### src/rtl/lmsm_expand_seq.sv
`default_nettype none
// ============================================================================
//  Module   : lmsm_expand_seq
//  Purpose  : Decode-stage sequencer for a 2-wide pipeline. Passes ordinary
//             instruction pairs straight through. Expands LM/SM instructions
//             into single-register LW/SW micro-ops, at most two per cycle.
//             While an expansion is running it holds the residual LM/SM and
//             any trailing fetched instruction, and stalls fetch. All outputs
//             are registered behind a valid/ready handshake to dispatch.
//  Revision : 1.0 - initial release
// ============================================================================
module lmsm_expand_seq (
  input  logic        clk,
  input  logic        rst,
  input  logic        flush,
  input  logic [15:0] in_I0,
  input  logic [15:0] in_I1,
  input  logic        in_V0,
  input  logic        in_V1,
  input  logic [15:0] in_PC0,
  input  logic [15:0] in_PC1,
  input  logic        out_ready,
  output logic [15:0] out_I0,
  output logic [15:0] out_I1,
  output logic        out_V0,
  output logic        out_V1,
  output logic [15:0] out_PC0,
  output logic [15:0] out_PC1,
  output logic        fetch_stall
);

  typedef enum logic [1:0] {
    S_IDLE   = 2'd0,
    S_EXPAND = 2'd1,
    S_TAIL   = 2'd2
  } state_t;

  localparam logic [2:0] C_LMSM_OP = 3'b011;

  // --------------------------------------------------------------------------
  // Helpers
  // --------------------------------------------------------------------------
  function automatic logic is_lmsm(input logic [15:0] ins);
    return ins[15:13] == C_LMSM_OP;
  endfunction

  // Index of the lowest set bit; only meaningful for a nonzero mask.
  function automatic logic [2:0] lsb_idx(input logic [7:0] m);
    logic [2:0] idx;
    idx = 3'd0;
    for (int i = 7; i >= 0; i--) begin
      if (m[i]) idx = 3'(i);
    end
    return idx;
  endfunction

  // Mask bit k selects register 7-k; LM becomes LW (0100), SM becomes SW (0101).
  function automatic logic [15:0] mk_uop(input logic       sm,
                                         input logic [2:0] base,
                                         input logic [2:0] k,
                                         input logic [5:0] imm);
    return {2'b01, 1'b0, sm, 3'd7 - k, base, imm};
  endfunction

  // --------------------------------------------------------------------------
  // State and holding registers
  // --------------------------------------------------------------------------
  state_t      r_state;
  state_t      w_state_nxt;

  // Residual LM/SM: only the fields the micro-op encoding needs are kept.
  logic        r_res_sm;
  logic [2:0]  r_res_base;
  logic [7:0]  r_res_mask;
  logic [15:0] r_res_pc;
  logic [5:0]  r_res_imm;

  logic [15:0] r_tail_i;
  logic        r_tail_v;
  logic [15:0] r_tail_pc;

  logic        w_res_sm_nxt;
  logic [2:0]  w_res_base_nxt;
  logic [7:0]  w_res_mask_nxt;
  logic [15:0] w_res_pc_nxt;
  logic [5:0]  w_res_imm_nxt;
  logic [15:0] w_tail_i_nxt;
  logic        w_tail_v_nxt;
  logic [15:0] w_tail_pc_nxt;

  logic [15:0] w_out_i0_nxt;
  logic [15:0] w_out_i1_nxt;
  logic        w_out_v0_nxt;
  logic        w_out_v1_nxt;
  logic [15:0] w_out_pc0_nxt;
  logic [15:0] w_out_pc1_nxt;

  // --------------------------------------------------------------------------
  // Handshake and source pair
  // --------------------------------------------------------------------------
  logic        w_adv;
  logic [15:0] w_s0_i;
  logic        w_s0_v;
  logic [15:0] w_s0_pc;
  logic [15:0] w_s1_i;
  logic        w_s1_v;
  logic [15:0] w_s1_pc;

  // The output stage can move when dispatch takes it or when it is empty.
  assign w_adv = out_ready | ~(out_V0 | out_V1);

  assign fetch_stall = ~((r_state == S_IDLE) & w_adv & ~flush);

  // In TAIL the held trailing instruction becomes the lone source in slot 0.
  always_comb begin
    w_s0_i  = in_I0;
    w_s0_v  = in_V0;
    w_s0_pc = in_PC0;
    w_s1_i  = in_I1;
    w_s1_v  = in_V1;
    w_s1_pc = in_PC1;
    if (r_state == S_TAIL) begin
      w_s0_i  = r_tail_i;
      w_s0_v  = r_tail_v;
      w_s0_pc = r_tail_pc;
      w_s1_i  = 16'h0000;
      w_s1_v  = 1'b0;
      w_s1_pc = 16'h0000;
    end
  end

  // Slot classification: a zero-mask LM/SM is treated as an empty slot.
  logic       w_s0_ok;
  logic       w_s1_ok;
  logic       w_s0_lm;
  logic       w_s1_lm;
  logic [7:0] w_s0_rest1;
  logic [7:0] w_s0_rest2;
  logic [7:0] w_s1_rest1;
  logic [7:0] w_r_rest1;
  logic [7:0] w_r_rest2;
  logic [5:0] w_imm_a;
  logic [5:0] w_imm_b;

  assign w_s0_ok = w_s0_v & ~(is_lmsm(w_s0_i) & (w_s0_i[7:0] == 8'h00));
  assign w_s1_ok = w_s1_v & ~(is_lmsm(w_s1_i) & (w_s1_i[7:0] == 8'h00));
  assign w_s0_lm = w_s0_ok & is_lmsm(w_s0_i);
  assign w_s1_lm = w_s1_ok & is_lmsm(w_s1_i);

  // Clearing the lowest set bit, once or twice, yields what is left to emit.
  assign w_s0_rest1 = w_s0_i[7:0] & (w_s0_i[7:0] - 8'd1);
  assign w_s0_rest2 = w_s0_rest1 & (w_s0_rest1 - 8'd1);
  assign w_s1_rest1 = w_s1_i[7:0] & (w_s1_i[7:0] - 8'd1);
  assign w_r_rest1  = r_res_mask & (r_res_mask - 8'd1);
  assign w_r_rest2  = w_r_rest1 & (w_r_rest1 - 8'd1);

  // res_imm holds the offset of the last emitted micro-op.
  assign w_imm_a = r_res_imm + 6'd2;
  assign w_imm_b = r_res_imm + 6'd4;

  // --------------------------------------------------------------------------
  // Next-state, next-output and holding-register logic
  // --------------------------------------------------------------------------
  // Computes what the next advancing edge loads; everything holds by default.
  always_comb begin
    w_state_nxt    = r_state;
    w_res_sm_nxt   = r_res_sm;
    w_res_base_nxt = r_res_base;
    w_res_mask_nxt = r_res_mask;
    w_res_pc_nxt   = r_res_pc;
    w_res_imm_nxt  = r_res_imm;
    w_tail_i_nxt   = r_tail_i;
    w_tail_v_nxt   = r_tail_v;
    w_tail_pc_nxt  = r_tail_pc;
    w_out_i0_nxt   = 16'h0000;
    w_out_i1_nxt   = 16'h0000;
    w_out_v0_nxt   = 1'b0;
    w_out_v1_nxt   = 1'b0;
    w_out_pc0_nxt  = 16'h0000;
    w_out_pc1_nxt  = 16'h0000;

    case (r_state)
      S_EXPAND: begin
        // Continue the residual: one or two more micro-ops.
        w_out_v0_nxt  = 1'b1;
        w_out_i0_nxt  = mk_uop(r_res_sm, r_res_base, lsb_idx(r_res_mask), w_imm_a);
        w_out_pc0_nxt = r_res_pc;
        if (w_r_rest1 != 8'h00) begin
          w_out_v1_nxt  = 1'b1;
          w_out_i1_nxt  = mk_uop(r_res_sm, r_res_base, lsb_idx(w_r_rest1), w_imm_b);
          w_out_pc1_nxt = r_res_pc;
        end
        w_res_mask_nxt = w_r_rest2;
        if (w_r_rest2 != 8'h00) begin
          w_state_nxt   = S_EXPAND;
          w_res_imm_nxt = w_imm_b;
        end else if (r_tail_v) begin
          w_state_nxt = S_TAIL;
        end else begin
          w_state_nxt = S_IDLE;
        end
      end

      default: begin
        if (w_s0_lm) begin
          // Older slot is LM/SM: start expanding it, park slot 1 as the tail.
          w_out_v0_nxt  = 1'b1;
          w_out_i0_nxt  = mk_uop(w_s0_i[12], w_s0_i[11:9], lsb_idx(w_s0_i[7:0]), 6'd0);
          w_out_pc0_nxt = w_s0_pc;
          if (w_s0_rest1 != 8'h00) begin
            w_out_v1_nxt  = 1'b1;
            w_out_i1_nxt  = mk_uop(w_s0_i[12], w_s0_i[11:9], lsb_idx(w_s0_rest1), 6'd2);
            w_out_pc1_nxt = w_s0_pc;
          end
          w_tail_i_nxt   = w_s1_i;
          w_tail_v_nxt   = w_s1_ok;
          w_tail_pc_nxt  = w_s1_pc;
          w_res_sm_nxt   = w_s0_i[12];
          w_res_base_nxt = w_s0_i[11:9];
          w_res_mask_nxt = w_s0_rest2;
          w_res_pc_nxt   = w_s0_pc;
          w_res_imm_nxt  = 6'd2;
          if (w_s0_rest2 != 8'h00) begin
            w_state_nxt = S_EXPAND;
          end else if (w_s1_ok) begin
            w_state_nxt = S_TAIL;
          end else begin
            w_state_nxt = S_IDLE;
          end
        end else begin
          // Slot 0 passes through; slot 1 passes or starts an expansion.
          w_out_v0_nxt  = w_s0_ok;
          w_out_i0_nxt  = w_s0_ok ? w_s0_i  : 16'h0000;
          w_out_pc0_nxt = w_s0_ok ? w_s0_pc : 16'h0000;
          w_tail_v_nxt  = 1'b0;
          w_state_nxt   = S_IDLE;
          if (w_s1_lm) begin
            w_out_v1_nxt   = 1'b1;
            w_out_i1_nxt   = mk_uop(w_s1_i[12], w_s1_i[11:9], lsb_idx(w_s1_i[7:0]), 6'd0);
            w_out_pc1_nxt  = w_s1_pc;
            w_res_sm_nxt   = w_s1_i[12];
            w_res_base_nxt = w_s1_i[11:9];
            w_res_mask_nxt = w_s1_rest1;
            w_res_pc_nxt   = w_s1_pc;
            w_res_imm_nxt  = 6'd0;
            if (w_s1_rest1 != 8'h00) begin
              w_state_nxt = S_EXPAND;
            end
          end else begin
            w_out_v1_nxt  = w_s1_ok;
            w_out_i1_nxt  = w_s1_ok ? w_s1_i  : 16'h0000;
            w_out_pc1_nxt = w_s1_ok ? w_s1_pc : 16'h0000;
          end
        end
      end
    endcase
  end

  // State register: flush returns to IDLE, otherwise moves only on advance.
  always_ff @(posedge clk or posedge rst) begin
    if (rst) begin
      r_state <= S_IDLE;
    end else if (flush) begin
      r_state <= S_IDLE;
    end else if (w_adv) begin
      r_state <= w_state_nxt;
    end
  end

  // Output and holding registers: flush drops valids, stall freezes all.
  always_ff @(posedge clk or posedge rst) begin
    if (rst) begin
      out_I0     <= 16'h0000;
      out_I1     <= 16'h0000;
      out_V0     <= 1'b0;
      out_V1     <= 1'b0;
      out_PC0    <= 16'h0000;
      out_PC1    <= 16'h0000;
      r_res_sm   <= 1'b0;
      r_res_base <= 3'd0;
      r_res_mask <= 8'h00;
      r_res_pc   <= 16'h0000;
      r_res_imm  <= 6'd0;
      r_tail_i   <= 16'h0000;
      r_tail_v   <= 1'b0;
      r_tail_pc  <= 16'h0000;
    end else if (flush) begin
      out_V0   <= 1'b0;
      out_V1   <= 1'b0;
      r_tail_v <= 1'b0;
    end else if (w_adv) begin
      out_I0     <= w_out_i0_nxt;
      out_I1     <= w_out_i1_nxt;
      out_V0     <= w_out_v0_nxt;
      out_V1     <= w_out_v1_nxt;
      out_PC0    <= w_out_pc0_nxt;
      out_PC1    <= w_out_pc1_nxt;
      r_res_sm   <= w_res_sm_nxt;
      r_res_base <= w_res_base_nxt;
      r_res_mask <= w_res_mask_nxt;
      r_res_pc   <= w_res_pc_nxt;
      r_res_imm  <= w_res_imm_nxt;
      r_tail_i   <= w_tail_i_nxt;
      r_tail_v   <= w_tail_v_nxt;
      r_tail_pc  <= w_tail_pc_nxt;
    end
  end

endmodule
`default_nettype wire
### config.mk
export PLATFORM = sky130hd
export DESIGN_NAME = lmsm_expand_seq
export DESIGN_NICKNAME = d
export VERILOG_FILES = /design/src/rtl/lmsm_expand_seq.sv
export SDC_FILE = /design/constraint.sdc
export NUM_CORES = 1
export LEC_CHECK = 0
export CAP_MARGIN = 20
export CORE_UTILIZATION = 40
export DETAILED_ROUTE_END_ITERATION = 12
export MAX_ROUTING_LAYER = met4
export PLACE_DENSITY = 0.75
export SLEW_MARGIN = 20
export SYNTH_ARGS = -nofsm -noshare
export SYNTH_HDL_FRONTEND = slang
export SYNTH_SLANG_ARGS = --single-unit
### constraint.sdc
create_clock -name clk -period 7.5 [get_ports clk]
set_input_delay 1.5 -clock clk [delete_from_list [all_inputs] [get_ports clk]]
set_output_delay 1.5 -clock clk [all_outputs]
set_load 0.02 [all_outputs]
Word level (Yosys, flattened, before mapping)
Cells that the tools add are included.

storage, ports and cells
  register bits after elaboration = 135
  input bits = 70
  output and inout port bits = 67

operators by class
  add/subtract/negate cells = 12
  eq/ne operators = 6
  multiplexer cells = 113
  bitwise gates (word level) = 21
  reductions and logical operators = 17

operator list
  cell                   number
  $mux W16               22
  $mux W3                53
  $and A8 B8 Y8          5
  $reduce_bool A8 Y1     5
  $sub A8 B1 Y8 const B  5
  $mux W15               2
  $mux W6                4
  $mux W8                3
  $mux W1                21
  $logic_not A8 Y1       2
  $mux W2                8
  $sub A3 B3 Y3 const A  5
  $reduce_and A4 Y1      3
  $and A1 B1 Y1          8
  $add A6 B2 Y6 const B  1
  $add A6 B3 Y6 const B  1
  $eq A3 B2 Y1 const B   2
  $not A1 Y1             6
  $ne A2 B2 Y1 const B   2
  $reduce_and A2 Y1      2
  $reduce_bool A2 Y1     2
  $reduce_and A3 Y1      1
  $reduce_bool A3 Y1     1
  $eq A2 B1 Y1 const B   1
  3 further kinds        4

Logic depth before layout (Yosys ltp)
  depth after elaboration = 19
  gate-level depth with buffers = 11
  mapped depth without buffers = 7

Worst setup path before layout
No wires, ideal clock.

  path type = input port to output port
  from = input out_ready
  to = output fetch_stall
  arrival time = 2.740 ns
  path slack = 3.260 ns
  cell stages on the path = 5
  buffers on the path = 2
  path through = o21bai_1 > nand2_1 > clkbuf_1 > clkbuf_1 > or3_1

between the ends
  cells in the longest elaborated chain, start to end = 4

ends and longest elaborated chain
  what                        line  source
  start, declared             22    input logic out_ready,
  $or A1 B1 Y1                110   assign w_adv = out_ready | ~(out_V0 | out_V1);
  $and A1 B1 Y1 (2 in a row)  112   assign fetch_stall = ~((r_state == S_IDLE) & w_adv & ~flush);
  $not A1 Y1                  112
  end, declared               29    output logic fetch_stall

Every way passes these cells.

Worst setup path in the final report
Ends and elaborated chain as after synthesis.

==> impl_metrics.toml <==
[sta]
slew_headroom_pct = 25.4
setup_slack_ns = 2.75
slew_violations = 0
setup_viol = 0
finalSetupTns_ns = 0
hold-worst-slack_ns = 0.480
min_period_ns = 4.75
rsz0062_at_grt = "no"
clock.fmax_mhz = 211
skew_ns = 0.00868
tightest_slew_ns = 1.11
min_period_over_period_pct = 63.3
finalHoldViolCount = 0

[final_layout]
nets = 1056
mostFrequentLayoutCells = "159 x nand2_1, 136 x clkdlybuf4s50_1, 133 x dfrtp_1, 109 x o21ai_0, 84 x nor2_1"
post_route_cells_drive_above_1_share_pct = 6.02
final_util_pct = 51.6
syn_to_final_growth_pct = 26.4
final_common_cell = "nand2_1"
antennaDiodeCount = 0
design_area_sq_um = 9610

[clocking]
clk_pin_slew_ns = 0.06
cts_setup_buffers = 0
cts_resized = 0
clockRootBuffer = "clkbuf_16"
htree_levels = 4
cts_buffers = 17
clock_latency_ns = 0.43
cts_tree = "yes"
cts_hold_buf = 0
cts_sinks = 133
clock_path_buffers = 2

[global_route]
grt.total_usage_pct = 25.1
grt_pass1_wl_mm = 37.0
antenna_found_initial = 0
busiest_layer = "met2"
use_met2_pct = 35.8
grt_overflow_total = 0
grt_pass1_vias = 6792
grt_util_met1_pct = 35.1
use_met3_pct = 5.44
grt_max_degree = 98

[setup_path]
worstReg2RegEnd = "out_I1[6]"
endpoint_kind = "output pin"
rr_worst_depth = 8
r2r_slack_ns = 3.15
endpoint = "fetch_stall"
worstSetupPathType = "primary input to output pin"
cp_num_cells = 5
path_buf_inv = 2
cp-startpoint = "out_ready"
critical_path_peak_fanout = 7
crit_path_cell_trace = "clkdlybuf4s50_1 -> o21bai_1 -> nand2_4 -> or3_1 -> clkdlybuf4s50_1"
path_delay_family = "buffers and inverters"
critical_path.max_stage_delay_ns = 0.55
cp_data_arrival_time_ns = 3.25
slowest_stage = "clkdlybuf4s50_1"
required_ns = 6.00
cp-start-kind = "primary input"
cp_common_cell = "clkdlybuf4s50_1"
r2r-start = "r_state[1]"

[logic_synthesis]
synth_nets = 965
ys_seq_area_share_pct = 43.8
synth.distinct_cells = 66
ys_async_sr_fraction_pct = 100
netlist_area_sq_um = 7610
synth.avg_cell_area_sq_um = 8.52
synth_edf_count = 0
yosysWarnings = 0
synthCells = 893
synthFlopType = "dfrtp_1"
ys_ff_latch = 133

[route]
vias_per_cell = 5.95
vias = 7328
drt-pass1-iter-count = 5
postRouteAntennaNets = 0
wl_mm = 23.3
wl_per_cell_um = 18.9
drt_iter0_markers = 657
drc_errors = 0

[min_path]
min_path_type = "flop to flop"

[die]
start_util_pct = 40.8
die_y_um = 140
core_sq_um = 18600
placement_rows = 50
die_w_um = 140
die_area_sq_um = 19600
ios = 137

[place]
placed_area_sq_um = 9000
dp_slack_ns = 2.45
place_congestion = 0.937
io_buffers = 136
dpl.hpwl_mm = 16.0

[power]
power_density_nw_per_um2 = 256
peakVddDrop_mv = 0.150
leakagePower_nw = 4.27

[job]
drv_cap = 0

[outcome]
status = "complete, no violations"
layout make-up:
cell class	instances	area (sq um)
inverter	9	36.3
multi-input combinational	678	3940
timing repair buffer	145	1460
sequential	133	3330
clock buffer	20	457
fill	1722	9030
tap	234	293
clock inverter	12	103
flip-flops by register name (all words and copies together), names as in the netlist:
register,flops
out_PC1,16
r_state,2
out_V1,1
r_tail_i,16
out_I0,16
r_tail_pc,16
r_res_pc,16
r_res_imm,5
out_V0,1
r_res_base,3
out_PC0,16
r_res_sm,1
out_I1,16
r_res_mask,7
r_tail_v,1
kinds of logic (layout without fill, tap and decap cells):
logic type / count (synthesis) / after routing / share of synthesized area [%]
mux: 39 / 39 / 5.18
fa+ha+maj: 8 / 8 / 1.12
buf+inv: 82 / 186 / 4.82
simple gates: 326 / 326 / 18.6
xor+xnor: 7 / 7 / 0.806
flops: 133 / 133 / 43.8
compound gates: 298 / 298 / 25.7
worst min path at each step:
stage | startpoint | slack [ns] | cells after the start | end
finish | out_I0[12] | 0.48 | 2 | out_I0[12]
global route | out_I0[7] | 0.51 | 2 | out_I0[7]
CTS | out_I1[0] | 0.48 | 2 | out_I1[0]
detailed placement | r_tail_i[9] | 0.47 | 2 | r_tail_i[9]
global placement | out_I0[3] | 0.46 | 2 | out_I0[3]
floorplan | r_tail_i[10] | 0.45 | 2 | r_tail_i[10]
synth_stat cells (all sizes together), types with 5 or more instances:
master,instances,area share (%)
nand2,160,7.9
a31oi,25,2.1
clkbuf,49,2.4
nor2,86,4.2
nor3,22,1.5
o21a,6,0.59
o31ai,6,0.59
maj3,6,0.79
buf,24,2.0
o21ai,112,7.4
inv,9,0.44
nand2b,7,0.58
mux2i,36,4.7
a221o,20,2.6
dfrtp,133,44
a21oi,41,2.7
a2bb2oi,17,2.0
o22ai,26,2.2
a22o,5,0.58
nand3,7,0.46
and3,6,0.49
nor4,11,0.99
or3,12,1.1
where the power goes:
group,internal [mW],leakage [nW],switching [mW]
Combinational,0.298,2.27,0.351
Clock,0.472,0.280,0.319
Sequential,0.871,1.72,0.151
metal layers:
layer  share of wire, %  vias to the layer above
met3                8.5                       36
met2                 45                      349
met1                 45                     3508
met5                  0                        -
li1                   -                     3435
met4                1.9                        0
tightest hold or removal path, stage by stage, from the launching register on:
cell and delay (ns):
dfrtp_1 0.34, nand2_1 0.05, o21ai_0 0.06
through the flow:
stage,cells,power [mW]
after floorplan,893,1.39
after global routing,1231,2.58
after detailed placement,1197,1.67
after global placement,1197,1.65
after CTS,1229,2.46
final,1231,2.46
Power figures use the tool's default switching activity.
